[config.mk]
export PLATFORM = sky130hd
export DESIGN_NAME = operand_fetch
export DESIGN_NICKNAME = d
export VERILOG_FILES = /design/src/rtl/operand_fetch.sv
export SDC_FILE = /design/constraint.sdc
export NUM_CORES = 1
export LEC_CHECK = 0
export ABC_AREA = 1
export CORE_ASPECT_RATIO = 0.75
export CORE_MARGIN = 4
export CORE_UTILIZATION = 45
export DETAILED_ROUTE_END_ITERATION = 6
export GPL_ROUTABILITY_DRIVEN = 0
export GPL_TIMING_DRIVEN = 0
export PLACE_DENSITY = 0.82
export SYNTH_ARGS = -nofsm -noshare
export SYNTH_HDL_FRONTEND = slang
export SYNTH_SLANG_ARGS = --single-unit
[constraint.sdc]
create_clock -name clk -period 3 [get_ports clk]
set_clock_uncertainty 0.15 [all_clocks]
set_input_delay 0.6 -clock clk [delete_from_list [all_inputs] [get_ports clk]]
set_output_delay 0.6 -clock clk [all_outputs]
set_load 0.05 [all_outputs]
[src/rtl/operand_fetch.sv]
// Operand fetch: scoreboarded RAW/WAW hazard stall, operand select, one-slot output register.
// Latency: one cycle from fire (in_valid && in_ready) to out_valid.
// Backpressure: in_ready drops on hazard or on a full slot that execute is not consuming.
// Optional feature: define OPERAND_FETCH_BYPASS_EN to forward same-cycle writeback data.
module operand_fetch #(
   parameter int STALL_W = 16
) (
   input  logic               clk,
   input  logic               rst,
   input  logic               in_valid,
   output logic               in_ready,
   input  logic [31:0]        in_pc,
   input  logic [4:0]         in_rs1,
   input  logic [4:0]         in_rs2,
   input  logic [4:0]         in_rd,
   input  logic               in_rd_wr,
   output logic [4:0]         rf_rd_addr0,
   output logic [4:0]         rf_rd_addr1,
   input  logic [31:0]        rf_rd_data0,
   input  logic [31:0]        rf_rd_data1,
   input  logic               wb_ena,
   input  logic [4:0]         wb_addr,
   input  logic [31:0]        wb_data,
   output logic               out_valid,
   input  logic               out_ready,
   output logic [31:0]        out_pc,
   output logic [31:0]        out_rs1_data,
   output logic [31:0]        out_rs2_data,
   output logic [4:0]         out_rd,
   output logic               out_rd_wr,
   output logic [STALL_W-1:0] stall_cycles
);

   // One bit per architectural register with a write in flight; bit 0 never set.
   logic [31:0] busy;
   logic [31:0] busy_nxt;

   logic        wb_rs1;
   logic        wb_rs2;
   logic        wb_rd;
   logic        rs1_hit;
   logic        rs2_hit;
   logic        waw;
   logic        hazard;
   logic        fire;
   logic [31:0] rs1_op;
   logic [31:0] rs2_op;

   assign rf_rd_addr0 = in_rs1;
   assign rf_rd_addr1 = in_rs2;

   assign wb_rs1 = wb_ena && (wb_addr == in_rs1);
   assign wb_rs2 = wb_ena && (wb_addr == in_rs2);
   assign wb_rd  = wb_ena && (wb_addr == in_rd);

   // Hazard detection and operand select; the bypass build forwards writeback data
   // because the register file only captures the write at the clock edge.
   always_comb begin
      rs1_hit = (in_rs1 != 5'd0) && busy[in_rs1];
      rs2_hit = (in_rs2 != 5'd0) && busy[in_rs2];
      rs1_op  = rf_rd_data0;
      rs2_op  = rf_rd_data1;
`ifdef OPERAND_FETCH_BYPASS_EN
      if (wb_rs1) begin
         rs1_hit = 1'b0;
         rs1_op  = wb_data;
      end
      if (wb_rs2) begin
         rs2_hit = 1'b0;
         rs2_op  = wb_data;
      end
`endif
      if (in_rs1 == 5'd0) rs1_op = 32'd0;
      if (in_rs2 == 5'd0) rs2_op = 32'd0;
      // A same-cycle writeback retires the older write, so the new one may take its place.
      waw    = in_rd_wr && (in_rd != 5'd0) && busy[in_rd] && !wb_rd;
      hazard = rs1_hit || rs2_hit || waw;
   end

`ifndef OPERAND_FETCH_BYPASS_EN
   // Writeback data only reaches operands through the register file in this build.
   logic unused_wb_data;
   assign unused_wb_data = ^wb_data;
`endif

   assign in_ready = !hazard && (!out_valid || out_ready);
   assign fire     = in_valid && in_ready;

   // Scoreboard next state: clear on writeback, then set on fire so a same-index set wins.
   always_comb begin
      busy_nxt = busy;
      if (wb_ena && (wb_addr != 5'd0)) busy_nxt[wb_addr] = 1'b0;
      if (fire && in_rd_wr && (in_rd != 5'd0)) busy_nxt[in_rd] = 1'b1;
      busy_nxt[0] = 1'b0;
   end

   // Scoreboard register.
   always_ff @(posedge clk) begin
      if (rst) busy <= 32'd0;
      else     busy <= busy_nxt;
   end

   // Output slot: load on fire, drain when consumed, data held otherwise.
   always_ff @(posedge clk) begin
      if (rst) begin
         out_valid    <= 1'b0;
         out_pc       <= 32'd0;
         out_rs1_data <= 32'd0;
         out_rs2_data <= 32'd0;
         out_rd       <= 5'd0;
         out_rd_wr    <= 1'b0;
      end else if (fire) begin
         out_valid    <= 1'b1;
         out_pc       <= in_pc;
         out_rs1_data <= rs1_op;
         out_rs2_data <= rs2_op;
         out_rd       <= in_rd;
         out_rd_wr    <= in_rd_wr;
      end else if (out_valid && out_ready) begin
         out_valid    <= 1'b0;
      end
   end

   // Saturating count of cycles lost to hazards; slot backpressure is not counted.
   always_ff @(posedge clk) begin
      if (rst) begin
         stall_cycles <= '0;
      end else if (in_valid && hazard && (stall_cycles != {STALL_W{1'b1}})) begin
         stall_cycles <= stall_cycles + {{(STALL_W-1){1'b0}}, 1'b1};
      end
   end

endmodule

**Word level (Yosys, flattened, before mapping)**

Index checks and enable logic that the tools add are counted.

- Output and inout port bits: 130
- Bits in latches: 0
- Memory bits (read-only): 0
- Logic and storage cells: 66
- Bits in writable memories: 0
- Memories: 0
- Flip-flop bits (word level): 151
- Input bits: 154

- Magnitude comparators: 6
- Add/subtract/negate cells: 1
- Multiplexer cells: 16
- Bitwise operators: 3
- Eq/ne operators: 2
- Divide/modulo/power cells: 0
- Multipliers: 0
- Shift-type cells: 0
- Reduce and logical (&&, ||, !) cells: 29

Operator list:

| kind | count |
|---|---|
| two-way mux 32 bit | 4 |
| AND 32 bit | 1 |
| inverter 32 bit | 1 |
| bitwise OR 32 bit | 1 |
| < comparator 5 x 6 -> 1 bit, second input constant | 4 |
| nonzero test 5 bit | 4 |
| adder 16 x 1 -> 16 bit, second input constant | 1 |
| logical AND 1 bit | 16 |
| inequality test 16 bit, second input constant | 1 |
| binary-select mux 1 bit (select 5 bit) | 3 |
| demux 1 bit (select 5 bit) | 2 |
| >= comparator 5 x 1 -> 1 bit, second input constant | 2 |
| zero test 5 bit | 2 |
| two-way mux 1 bit | 7 |
| == test 5 bit | 1 |
| zero test 1 bit | 3 |
| logical OR 1 bit | 3 |
| nonzero test 2 bit | 1 |

**Depth between registers and ports, before layout**

Gate-level depths: netlist of run 1.

- Word-level depth: 11
- Depth in mapped cells: 18
- Gate-level depth less buffers: 16

**Worst setup path after synthesis of run 1**

OpenSTA, ideal clock, no wires.

- Path kind: input to output
- From: in in_rs2[0]
- To: out in_ready
- Data required time: 2.250 ns
- Stages: 13
- Arrival: 2.374 ns
- Buffers on the path: 3
- Path slack: -0.124 ns
- Path through: buf_2 > inv_2 > buf_2 > nand2_1 > nand3_1 > nand3_1 > nand2_1 > nand2_1 > nand2_1 > nand2_1 > nand2_1 > nor3_4 > clkbuf_1

- Longest elaborated chain between the ends: 7
- Elaborated cells between the ends (all ways): 8
- Those cells by class: mux (2); reduce/logical (6)

Ends and longest elaborated chain:

| what | RTL line | source |
|---|---|---|
| start, declared | 14 | `input logic [4:0] in_rs2,` |
| binary-select mux 1 bit (select 5 bit) | 60 | `rs2_hit = (in_rs2 != 5'd0) && busy[in_rs2];` |
| two-way mux 1 bit (not written as such) | 60 |  |
| logical AND 1 bit (*) | 60 |  |
| logical OR 1 bit (*) (2 in a row) | 77 | `hazard = rs1_hit \|\| rs2_hit \|\| waw;` |
| zero test 1 bit (*) | 86 | `assign in_ready = !hazard && (!out_valid \|\| out_ready);` |
| logical AND 1 bit (*) | 86 |  |
| end, declared | 11 | `output logic in_ready,` |

Mark *: on every way between the ends. The rest lies on a longest branch, timed or not. The select of a mux whose other input is x is not followed.

**Final worst setup path of run 1**

Same ends and word-level chain as after synthesis.

==> results of run 1 <==
==> state kept, by name (all words and copies together) (netlist names) <==
name / cells
out_rs1_data: 32
out_rs2_data: 32
stall_cycles: 16
out_rd_wr: 1
out_valid: 1
busy: 31
out_rd: 5
out_pc: 32
==> how the worst max path moves through the flow <==
stage                to  slack (ns)  cells after the start
3_5_place_dp   in_ready       -1.51                     16
5_1_grt        in_ready       -0.02                     13
2_1_floorplan  in_ready        0.13                     13
6_report       in_ready        0.08                     13
3_3_place_gp   in_ready       -1.49                     16
4_1_cts        in_ready       -0.08                     12
==> routing by layer <==
layer | wire length, um | part of all wire, % | vias to the layer above
met5 | 0 | 0 | -
met4 | 862 | 3.1 | 0
met3 | 3315 | 12 | 77
met2 | 12410 | 44 | 474
met1 | 11430 | 41 | 4103
li1 | - | - | 4296
==> cells by family (layout without fill, tap and decap cells) <==
family / after synthesis / count (layout) / synth area share, %
AND/OR/NAND/NOR: 584 / 584 / 35.48
AO/OA/AOI/OAI: 195 / 195 / 13.19
buffers and inverters: 165 / 448 / 9.205
flip-flops: 150 / 150 / 40.32
XOR/XNOR: 14 / 14 / 1.646
adder cells (fa/ha/maj): 1 / 1 / 0.1680
==> tightest hold or removal path: cells and delay by family (launching register included) <==
kind,cells,cell delay [ns]
AO/OA/AOI/OAI,1,0.05
flip-flops,1,0.31
AND/OR/NAND/NOR,1,0.06
==> area by class of cell <==
cell class | instances | area (um2) | share of cell area, %
Buffer | 91 | 460.4 | 4.230
Clock buffer | 17 | 425.4 | 3.908
Clock inverter | 14 | 165.2 | 1.517
Inverter | 73 | 284.0 | 2.609
Multi-Input combinational cell | 794 | 3784 | 34.76
Sequential cell | 150 | 3003 | 27.59
Tap cell | 210 | 262.8 | 2.414
Timing Repair Buffer | 251 | 2491 | 22.89
Timing Repair inverter | 2 | 10.01 | 0.09195
==> cell usage after synthesis <==
cell type and count:
dfxtp_1 150, clkbuf_1 53, nor4_1 5, inv_1 68, o21bai_1 1, nor2_1 42, xor2_1 11, buf_4 10
buf_2 23, a21oi_1 152, o21ai_0 39, nor3_4 1, buf_1 6, ha_1 1, nor3_1 19, o22ai_1 3
clkinv_1 2, nand2_1 296, inv_2 3, nor2_2 1, nand3_1 121, nand4_1 99, xnor2_1 3
==> where the power goes <==
| part | internal (mW) | total [mW] | switching (mW) |
|---|---|---|---|
| registers | 2.08 | 2.14 | 0.0534 |
| clock network | 1.25 | 2.18 | 0.932 |
| logic | 0.455 | 1.30 | 0.840 |
==> through the flow <==
stage / power (mW) / area (um2) / util [%]
2_1_floorplan: 2.913 / 7450 / -
3_3_place_gp: 3.418 / 10150 / 63.01
3_5_place_dp: 3.433 / 10150 / 63.01
4_1_cts: 5.599 / 10790 / 66.93
5_1_grt: 5.794 / 10890 / 67.55
6_report: 5.609 / 10890 / 67.55
==> repair_timing <==
item,4_1_cts,5_1_grt
gates resized for setup,34,39
endpoints found under the setup margin,143,142
pin swaps,2,3
cloned,0,2
buffers inserted,3,4
==> cells in the final DEF, fill, tap and decap left out, types with 2 or more instances in the layout <==
master and count:
nand2_1 293, clkdlybuf4s50_1 229, a21oi_1 152, dfxtp_1 150
nand3_1 121, nand4_1 99, inv_1 63, clkbuf_1 47
nor2_1 42, o21ai_0 37, buf_4 20, nor3_1 17
clkbuf_16 17, buf_2 13, xor2_1 11, clkbuf_2 8
inv_2 7, inv_6 7, buf_1 6, nor4_1 5
dlymetal6s2s_1 5, clkbuf_4 4, clkinvlp_4 4, dlygate4sd2_1 4
nand2_2 3, o22ai_1 3, xnor2_1 3, buf_8 2
buf_6 2, o21ai_1 2, nor3_4 2, bufinv_16 2
clkinv_4 2, clkinvlp_2 2
==> impl_results.md, run 1 <==
- Run status: completed
- Count of placed standard cells including taps: about 1600
- Die area: between 15000 and 20000 um2
- Total of warnings raised by yosys: 0
- Post-DRT Antenna Nets: 0
- Post-synthesis cell count: between 1000 and 1500
- Number of I/O port buffers: 244
- Pwr dens: 515.3 nW/um2
- Max-slew violation count: 0
- Flop2flop setup slack: 0.30 ns
- Slowest stage cell on the critical path: nor3_4
- H-tree levels: 4
- FF-to-FF path depth: 17
- Data required time of the critical path: approximately 2.3 ns
- Cells along the critical path: clkbuf_4 > clkbuf_4 > nand2_1 > nand3_1 > nand3_1 > nand2_1 > nand2_1 > nand2_1 > nand2_1 > nand2_2 > nor3_4 > clkbuf_8 > buf_8
- Met1 Resource Use GR: 36.52%
- Critical Path Source: in_rs2[0]
- Met3 Use GR: 10.10%
- Sink count of the clock tree: 150
- Share of the synthesized area in the top cell type: 40.32%
- Area growth, synth to finish: 46.14%
- Floorplan row count: 40
- Pre-CTS setup slack: -1.510 ns
- Final worst path period need: around 2.9 ns
- Worst Setup Slack, final: 0.07646 ns
- Vias per Instance: 5.587
- Share of post-route cells with drive strength above 1: 7.256%
- Worst max-slew margin expressed relative to the limit: approximately 54%
- DPL Wire Length: 20820 um
- Endpoint of the worst register-to-register path: out_rs1_data[29]
- Number of inserted diodes: 0
- Number of iterations in the first detailed-routing pass: 6
- Critical path's largest stage delay: 0.26 ns
- Hold Crit Class: register to register
- Area of the core region: 16120 um2
- Dominant cell type by area after synthesis: dfxtp_1
- Total I/O pin count: roughly 280
- Met2 track demand over resource in global routing: between 40% and 50%
- CTS tree: yes
- CTS clk-pin slew, worst paths: 0.07 ns
- Cts bufs inserted: 17
- Type of destination of the critical path: primary output
- Top cells by area, synth: dfxtp_1 (40%), nand2_1 (15%), a21oi_1 (10%), nand4_1 (8.3%), nand3_1 (8.1%)
- Vias: around 9000
- CTS Buffer Depth: 2
- Slew of the pin with the lowest slew margin: 0.6827 ns
- Total of fill cells in the finished design: between 1000 and 1500
- Pin count of the biggest net entering global routing: 17
- Setup Total Neg Slack: 0 ns
- Hold Violations, Final: 0
- Hold buffer count at cts: 0
- DRC marker count from the first detailed-route iteration: around 800
- Wire per inst: 17.49 um
- CP Data Arrival Time: 2.17 ns
- Number of failing setup endpoints in the final timing report: 0
- Average cell area after synthesis: 6.716 um2
- Final worst path period share: 97.45%
- Worst R2R Start: busy[4]
- Cell family with the largest share of critical-path delay: simple AND/OR/NAND/NOR gates
- Post-synthesis cell type count: 23
- Latest clock arrival within the worst-skew pair: 0.43 ns
- Via count of the first global-routing pass: roughly 8000
- DRC violations left: 0
- Number of antenna violations at the first check in global routing: 0
- Final Instance Count excl. Fillers: around 1600
- Post-synth net total: 1264
- Busiest layer in global routing: met2
- Count of buffering cells on the critical path with inverters included: 4
- Wire length of the first global-routing pass: 42640 um
- Tot GR Track Use: 28.55%
- Smallest hold slack: ~0.31 ns
- Highest clock rate: 0.3421 GHz
- Type of the worst setup path: primary input to primary output
- Most numerous cell on the critical path: nand2_1
- Die Span X: ~160 um
- Routed WL: 28020 um
- Buffer type at the clock tree root: clkbuf_16
- Max-Cap Viols: 0
- Worst-path maximum fanout: 10
- Origin of the worst min-delay path: out_pc[0]
- VDD IR-drop max: about 0.42 mV
- Die outline height: 119.4 um
- Fin nets: 1535
- Effective utilization at floorplan: 46.22%
- Synthesized area: 7448 um2
- Flop and latch count out of synthesis: 150
- Critical Path Source Type: primary input
- Sequential element share of the synthesized area: 40.32%
- Leakage power of the design: around 4 nW
- Hold Path End: out_pc[0]
- Cell depth of the worst hold path: 2
- Grt total ovfl: 0
Note: power is estimated with default switching activity, not from simulation.
==> inputs of run 2 (changes only) <==
--- a/config.mk
+++ b/config.mk
@@ -13,6 +13,7 @@
 export GPL_ROUTABILITY_DRIVEN = 0
 export GPL_TIMING_DRIVEN = 0
 export PLACE_DENSITY = 0.82
+export SLEW_MARGIN = 20
 export SYNTH_ARGS = -nofsm -noshare
 export SYNTH_HDL_FRONTEND = slang
 export SYNTH_SLANG_ARGS = --single-unit
==> results of run 2 <==
No change in the layout: final DEF, timing and power equal those of run 1.
